--- src/rtl/pipeline_stall_controller.sv ---
// rtl/pipeline_stall_controller.sv - stall/flush sequencer for the 5-stage MIPS pipeline
module pipeline_stall_controller #(
  parameter int unsigned MD_CYCLES   = 32,
  parameter int unsigned MEM_TIMEOUT = 255,
  parameter int unsigned CNT_W       = 16
) (
  input  logic             clk,
  input  logic             rst_n,
  input  logic [4:0]       id_rs,
  input  logic [4:0]       id_rt,
  input  logic             id_uses_rt,
  input  logic [4:0]       ex_rt,
  input  logic             ex_mem_read,
  input  logic             ex_branch_taken,
  input  logic             ex_md_start,
  input  logic             mem_req,
  input  logic             mem_ready,
  output logic             pc_write,
  output logic             if_id_write,
  output logic             if_id_flush,
  output logic             id_ex_bubble,
  output logic             pipe_hold,
  output logic             mem_timeout,
  output logic [CNT_W-1:0] stall_count
);

  typedef enum logic [1:0] {
    RUN      = 2'd0,
    MD_WAIT  = 2'd1,
    MEM_WAIT = 2'd2
  } state_t;

  localparam logic [5:0] MD_INIT    = 6'(MD_CYCLES - 1);
  localparam logic [9:0] WAIT_LIMIT = 10'(MEM_TIMEOUT);
  localparam logic [9:0] WAIT_MAX   = 10'd1023;

  state_t           state_q, state_d;
  logic [5:0]       md_cnt_q, md_cnt_d;
  logic [9:0]       wait_cnt_q, wait_cnt_d;
  logic             md_release_q, md_release_d;
  logic             mem_timeout_q, mem_timeout_d;
  logic [CNT_W-1:0] stall_count_q, stall_count_d;

  logic load_use;
  logic eval_run;
  logic pc_write_raw;
  logic if_id_write_raw;
  logic if_id_flush_raw;
  logic id_ex_bubble_raw;
  logic pipe_hold_raw;

  assign load_use = ex_mem_read && (ex_rt != 5'd0) &&
                    ((ex_rt == id_rs) || (id_uses_rt && (ex_rt == id_rt)));

  // Next-state and raw control outputs; MEM_WAIT with ready falls back to RUN arbitration
  always_comb begin
    state_d          = state_q;
    md_cnt_d         = md_cnt_q;
    wait_cnt_d       = wait_cnt_q;
    md_release_d     = 1'b0;
    mem_timeout_d    = mem_timeout_q;
    pc_write_raw     = 1'b1;
    if_id_write_raw  = 1'b1;
    if_id_flush_raw  = 1'b0;
    id_ex_bubble_raw = 1'b0;
    pipe_hold_raw    = 1'b0;
    eval_run         = 1'b0;

    case (state_q)
      RUN: begin
        if (mem_req && !mem_ready) begin
          pipe_hold_raw   = 1'b1;
          pc_write_raw    = 1'b0;
          if_id_write_raw = 1'b0;
          state_d         = MEM_WAIT;
          wait_cnt_d      = 10'd1;
        end else begin
          eval_run = 1'b1;
        end
      end
      MD_WAIT: begin
        pipe_hold_raw   = 1'b1;
        pc_write_raw    = 1'b0;
        if_id_write_raw = 1'b0;
        md_cnt_d        = md_cnt_q - 6'd1;
        if (md_cnt_q == 6'd1) begin
          state_d      = RUN;
          md_release_d = 1'b1;
        end
      end
      MEM_WAIT: begin
        if (!mem_ready) begin
          pipe_hold_raw   = 1'b1;
          pc_write_raw    = 1'b0;
          if_id_write_raw = 1'b0;
          wait_cnt_d      = (wait_cnt_q == WAIT_MAX) ? WAIT_MAX : wait_cnt_q + 10'd1;
        end else begin
          state_d    = RUN;
          wait_cnt_d = 10'd0;
          eval_run   = 1'b1;
        end
      end
      default: begin
        state_d = RUN;
      end
    endcase

    if (eval_run) begin
      if (ex_branch_taken) begin
        if_id_flush_raw  = 1'b1;
        id_ex_bubble_raw = 1'b1;
      end else if (ex_md_start && !md_release_q) begin
        pipe_hold_raw   = 1'b1;
        pc_write_raw    = 1'b0;
        if_id_write_raw = 1'b0;
        state_d         = MD_WAIT;
        md_cnt_d        = MD_INIT;
      end else if (load_use) begin
        pc_write_raw     = 1'b0;
        if_id_write_raw  = 1'b0;
        id_ex_bubble_raw = 1'b1;
      end
    end

    if (wait_cnt_d >= WAIT_LIMIT) begin
      mem_timeout_d = 1'b1;
    end
  end

  // Final outputs: reset override, and pc_write gated by pipe_hold so unknown inputs cannot assert both
  always_comb begin
    pc_write     = 1'b0;
    if_id_write  = 1'b0;
    if_id_flush  = 1'b1;
    id_ex_bubble = 1'b1;
    pipe_hold    = 1'b0;
    if (rst_n) begin
      pipe_hold    = pipe_hold_raw;
      pc_write     = pc_write_raw & ~pipe_hold_raw;
      if_id_write  = if_id_write_raw & ~pipe_hold_raw;
      if_id_flush  = if_id_flush_raw;
      id_ex_bubble = id_ex_bubble_raw;
    end
  end

  // Saturating count of cycles in which the PC did not advance
  always_comb begin
    stall_count_d = stall_count_q;
    if (!pc_write && (stall_count_q != {CNT_W{1'b1}})) begin
      stall_count_d = stall_count_q + 1'b1;
    end
  end

  // State and counter registers
  always_ff @(posedge clk or negedge rst_n) begin
    if (!rst_n) begin
      state_q       <= RUN;
      md_cnt_q      <= 6'd0;
      wait_cnt_q    <= 10'd0;
      md_release_q  <= 1'b0;
      mem_timeout_q <= 1'b0;
      stall_count_q <= '0;
    end else begin
      state_q       <= state_d;
      md_cnt_q      <= md_cnt_d;
      wait_cnt_q    <= wait_cnt_d;
      md_release_q  <= md_release_d;
      mem_timeout_q <= mem_timeout_d;
      stall_count_q <= stall_count_d;
    end
  end

  assign mem_timeout = mem_timeout_q;
  assign stall_count = stall_count_q;

endmodule

--- config.mk ---
export PLATFORM = sky130hd
export DESIGN_NAME = pipeline_stall_controller
export DESIGN_NICKNAME = d
export VERILOG_FILES = /design/src/rtl/pipeline_stall_controller.sv
export SDC_FILE = /design/constraint.sdc
export NUM_CORES = 1
export LEC_CHECK = 0
export ABC_AREA = 1
export CELL_PAD_IN_SITES_DETAIL_PLACEMENT = 1
export CELL_PAD_IN_SITES_GLOBAL_PLACEMENT = 1
export CORE_MARGIN = 10
export CORE_UTILIZATION = 37
export DETAILED_ROUTE_END_ITERATION = 16
export PLACE_DENSITY_LB_ADDON = 0.15
export REMOVE_ABC_BUFFERS = 1
export SYNTH_ARGS = -nofsm -noshare
export SYNTH_HDL_FRONTEND = slang
export SYNTH_SLANG_ARGS = --single-unit
--- constraint.sdc ---
create_clock -name clk -period 2.3 [get_ports clk]
set_input_delay 0.575 -clock clk [delete_from_list [all_inputs] [get_ports clk]]
set_output_delay 0.575 -clock clk [all_outputs]
set_load 0.05 [all_outputs]
# == Yosys cells after proc, flatten, opt, wreduce, memory -nomap -nowiden ==
# Cells that the tools add are included.
# word_totals
register_bits,36
in_bits,23
word_cells,72
# classes
n_addsub,3
n_lt_le_gt_ge,1
n_eq_ne,7
mux,41
bitwise_logic,2
reduce_logical,12
# op_table
cell,count
$mux 10,3
$mux 6,4
$mux 1,23
$pmux 10 s2,1
$add 16x1->16 const B,1
$ne 16x16->1 const B,1
$mux 2,6
$add 10x1->10 const B,1
$eq 10x10->1 const B,1
$eq 5x5->1,2
$ge 10x8->1 const B,1
$eq 6x1->1 const B,1
$logic_and 1x1->1,6
$pmux 1 s3,2
$pmux 2 s3,1
$sub 6x1->6 const B,1
$reduce_bool 5->1,1
$logic_not 1->1,3
$eq 2x1->1 const B,1
$eq 2x2->1 const B,1
$logic_not 2->1,1
$pmux 1 s2,1
$and 1x1->1,1
$logic_or 1x1->1,1
$not 1->1,1

# == Longest topological paths before layout ==
# depth
word_depth,12
depth_mapped,12

# == Worst setup path before layout ==
# No wires, ideal clock.
# synth_path
kind,input port to output port
from,in mem_req
to,out id_ex_bubble
arrival_ns,2.380
t_required_ns,1.725
slack_ns,-0.655
stages,4
path_cell_list,nor2_2 o21ai_4 o21ai_0 a31o_2
# synth_between
elab_chain_cells,5
# synth_lines
element,line,text
start: declaration,16,"input logic mem_req,"
$logic_and 1x1->1,71,if (mem_req && !mem_ready) begin
$mux 1,71,
$pmux 1 s2,69,case (state_q)
$mux 1,108,if (eval_run) begin
$mux 1,137,if (rst_n) begin
end: declaration,21,"output logic id_ex_bubble,"
# Every way passes these cells.

# == Worst setup path in the final report ==
# layout_path
from,in ex_md_start
to,out id_ex_bubble
# layout_between
elab_chain_cells,5
# layout_lines
element,line,text
start: declaration,15,"input logic ex_md_start,"
$logic_and 1x1->1,112,end else if (ex_md_start && !md_release_q) begin
$mux 1,112,
$mux 1,109,if (ex_branch_taken) begin
$mux 1,108,
$mux 1,137,
# Every way passes these cells.

==> reports/summary.txt <==
Sequential area share after synthesis = 36.75%
Status = complete, but fails checks
Max Slew Vio Count = 0
Critical Path End = id_ex_bubble
Failing checks = negative setup slack
Worst Path Max Fanout = 2
Pre-antenna DRT Iters = 4
Placed insts = 487
Gpl congestion = 0.8321
Critical Path AT = 1.73 ns
GRT Util Overall = 13.76%
Tot Pwr = 2.642 mW
Clock Latency Late Sink = 0.29 ns
Max-Slew Margin vs Limit = 58.61%
Final Util = 50.35%
Fin crit share = 100.2%
Synth area leader = dfrtp_1
Die height = 101.4 µm
Cells on worst reg2reg path = 12
Post-Syn Instances = 358
Initial drt markers = 70
Core area = 0.006386 mm²
CTS root buf = clkbuf_8
Synth unique cells = 30
DR vias/cell = 4.861
Yosys warns = 0
Min cycle time layout = 2.304 ns
Pre-CTS setup slack = -0.3340 ns
Vias in the first global route = 2504
CTS tree = built
Clock transition at path regs = 0.07 ns
Placed Area = 0.003090 mm²
Post-synthesis area per instance = 6.847 µm²
Synth Flop Type = dfrtp_1
IO Count = 45
Die Span X = 101.4 µm
PortBufs = 44
Hold Buf Count CTS = 0
Largest net degree at the start of global routing = 24
Leakage = 1.669 nW
WL/cell = 13.88 µm
DR vias = 2406
Required @ worst endpoint = 1.73 ns
Worst setup margin = -0.003526 ns
Nets@finish = 445
Clock Skews = 0.007931 ns
Max rail drop VDD = 0.0008501 V
GRT busiest layer = met2
Die area = 0.01028 mm²
Worst Setup SP = ex_md_start
CTS Sinks = 36
Total wire length = 6869 µm
Post-route cell area = 0.003216 mm²
Reg2reg start = state_q[0]$_DFF_PN0_
Max_cap viols = 0
Register-to-register setup slack = 0.37 ns
Hold_ws = 0.2751 ns
Crit start category = input pin
Setup TNS = -0.003526 ns
Crit. End Element = output port
Initial core utilization = 38.38%
Number of H-tree levels = 2
Worst reg2reg endpoint = stall_count[2]$_DFFE_PN0P_
Clock Tree Buf Depth = 2
Power per Cell Area = 821.5 mW/mm²
Final hold violations = 0
Most numerous cell in the Yosys netlist = nand2_1
Number of antenna-violating nets in the routed design = 0
Synth Register Bits = 36
Final setup violation count = 1
# rows = 29
Crit Path Class = input pin to output port
Antenna violations before repair = 0
Final std cells w/o fill = 495
Most common library cells after synthesis = 128 x nand2_1, 50 x inv_1, 41 x nand3_1, 36 x dfrtp_1, 32 x nor2_1
Share of cells above drive strength 1 = 13.16%
Clock buffer count from CTS = 5
Final HPWL DP = 5417 µm
Met1 Use GR = 16.38%
GR Util met3 = 3.336%
GR Layer Usage met2 = 24.17%
Yosys top cell area share = 36.75%
Diode count = 0
Pin slew with the least headroom to its limit = 0.6161 ns
DRC = 0
Ys async rst share = 100.0%
Hold crit path type = input pin to async pin
First-pass GRT wire length = 11850 µm
Mapped cell area = 0.002451 mm²
GRT Residual Overflow = 0
Layout Area Growth over Synthesis = 31.19%
Number of flops mapped to enable cells by yosys = 0
FMAX = 0.4341 GHz
Main area contributors after synthesis = dfrtp_1 37%, nand2_1 20%, nand3_1 8.4%, inv_1 7.7%, nor2_1 4.9%
[routing by layer]
metal	up-vias	wire length, µm
li1	1240	-
met3	4	250
met1	1141	3019
met4	0	59
met5	-	0
met2	21	3539
[state kept, by name (all words and copies together), names as in the netlist]
register / flops
mem_timeout: 1
stall_count: 16
md_release_q: 1
wait_cnt_q: 10
md_cnt_q: 6
state_q: 2
[layout make-up]
class / instances / area, µm²
inverter: 50 / 190.2
timing repair buffer: 57 / 559.3
clock buffer: 7 / 96.34
fill: 854 / 3171
multi-input combinational: 268 / 1373
tap: 77 / 96.34
sequential: 36 / 900.9
[how the worst min path moves through the flow]
stage / start / end / slack (ns) / cells past startpoint
after floorplan: rst_n / md_cnt_q[0]$_DFF_PN0_ / 0.28 / 0
after global placement: mem_timeout$_DFFE_PN0P_ / mem_timeout$_DFFE_PN0P_ / 0.47 / 2
after global routing: rst_n / md_cnt_q[1]$_DFF_PN0_ / 0.29 / 2
after CTS: rst_n / stall_count[9]$_DFFE_PN0P_ / 0.27 / 2
after detailed placement: mem_timeout$_DFFE_PN0P_ / mem_timeout$_DFFE_PN0P_ / 0.47 / 2
final: rst_n / stall_count[9]$_DFFE_PN0P_ / 0.28 / 2
[kinds of logic after synthesis]
| logic type | Yosys count | share of synthesized area, % |
|---|---|---|
| AND/OR/NAND/NOR | 231 | 41.96 |
| buffers and inverters | 54 | 8.984 |
| flip-flops | 36 | 36.75 |
| AO/OA/AOI/OAI | 17 | 4.543 |
| XOR/XNOR | 16 | 5.717 |
| adder cells (fa/ha/maj) | 4 | 2.042 |
[cells in the final DEF, fill, tap and decap left out, drive strengths merged]
cell / n
o21ai: 11
or2: 1
inv: 50
dfrtp: 36
nand3: 42
xor2: 6
a31o: 1
a22oi: 1
buf: 19
clkdlybuf4s15: 3
a21oi: 2
ha: 4
o211ai: 2
clkbuf: 10
dlygate4sd2: 11
xnor2: 10
nor2: 36
dlymetal6s2s: 2
nand4: 8
nand2: 132
clkdlybuf4s50: 19
nor3: 8
nand3b: 4
[repair_timing]
action / in CTS / in global routing
setup endpoints to repair: 5 / 5
pin swaps: 12 / 9
gates resized for setup: 29 / 15
setup buffers: 0 / 1
[worst max-delay path, cell delays in order]
cell             delay (ns)
clkdlybuf4s50_1        0.48
inv_1                  0.08
nor2_4                 0.12
nor2_1                 0.07
a31o_2                 0.27
buf_12                 0.15
[report_power, final]
group / internal, mW / switching [mW] / leakage (nW)
combinational: 0.458 / 0.769 / 1.15
clock: 0.267 / 0.219 / 0.0503
sequential: 0.764 / 0.164 / 0.473
total: 1.49 / 1.15 / 1.67
Note: power is estimated with default switching activity, not from simulation.
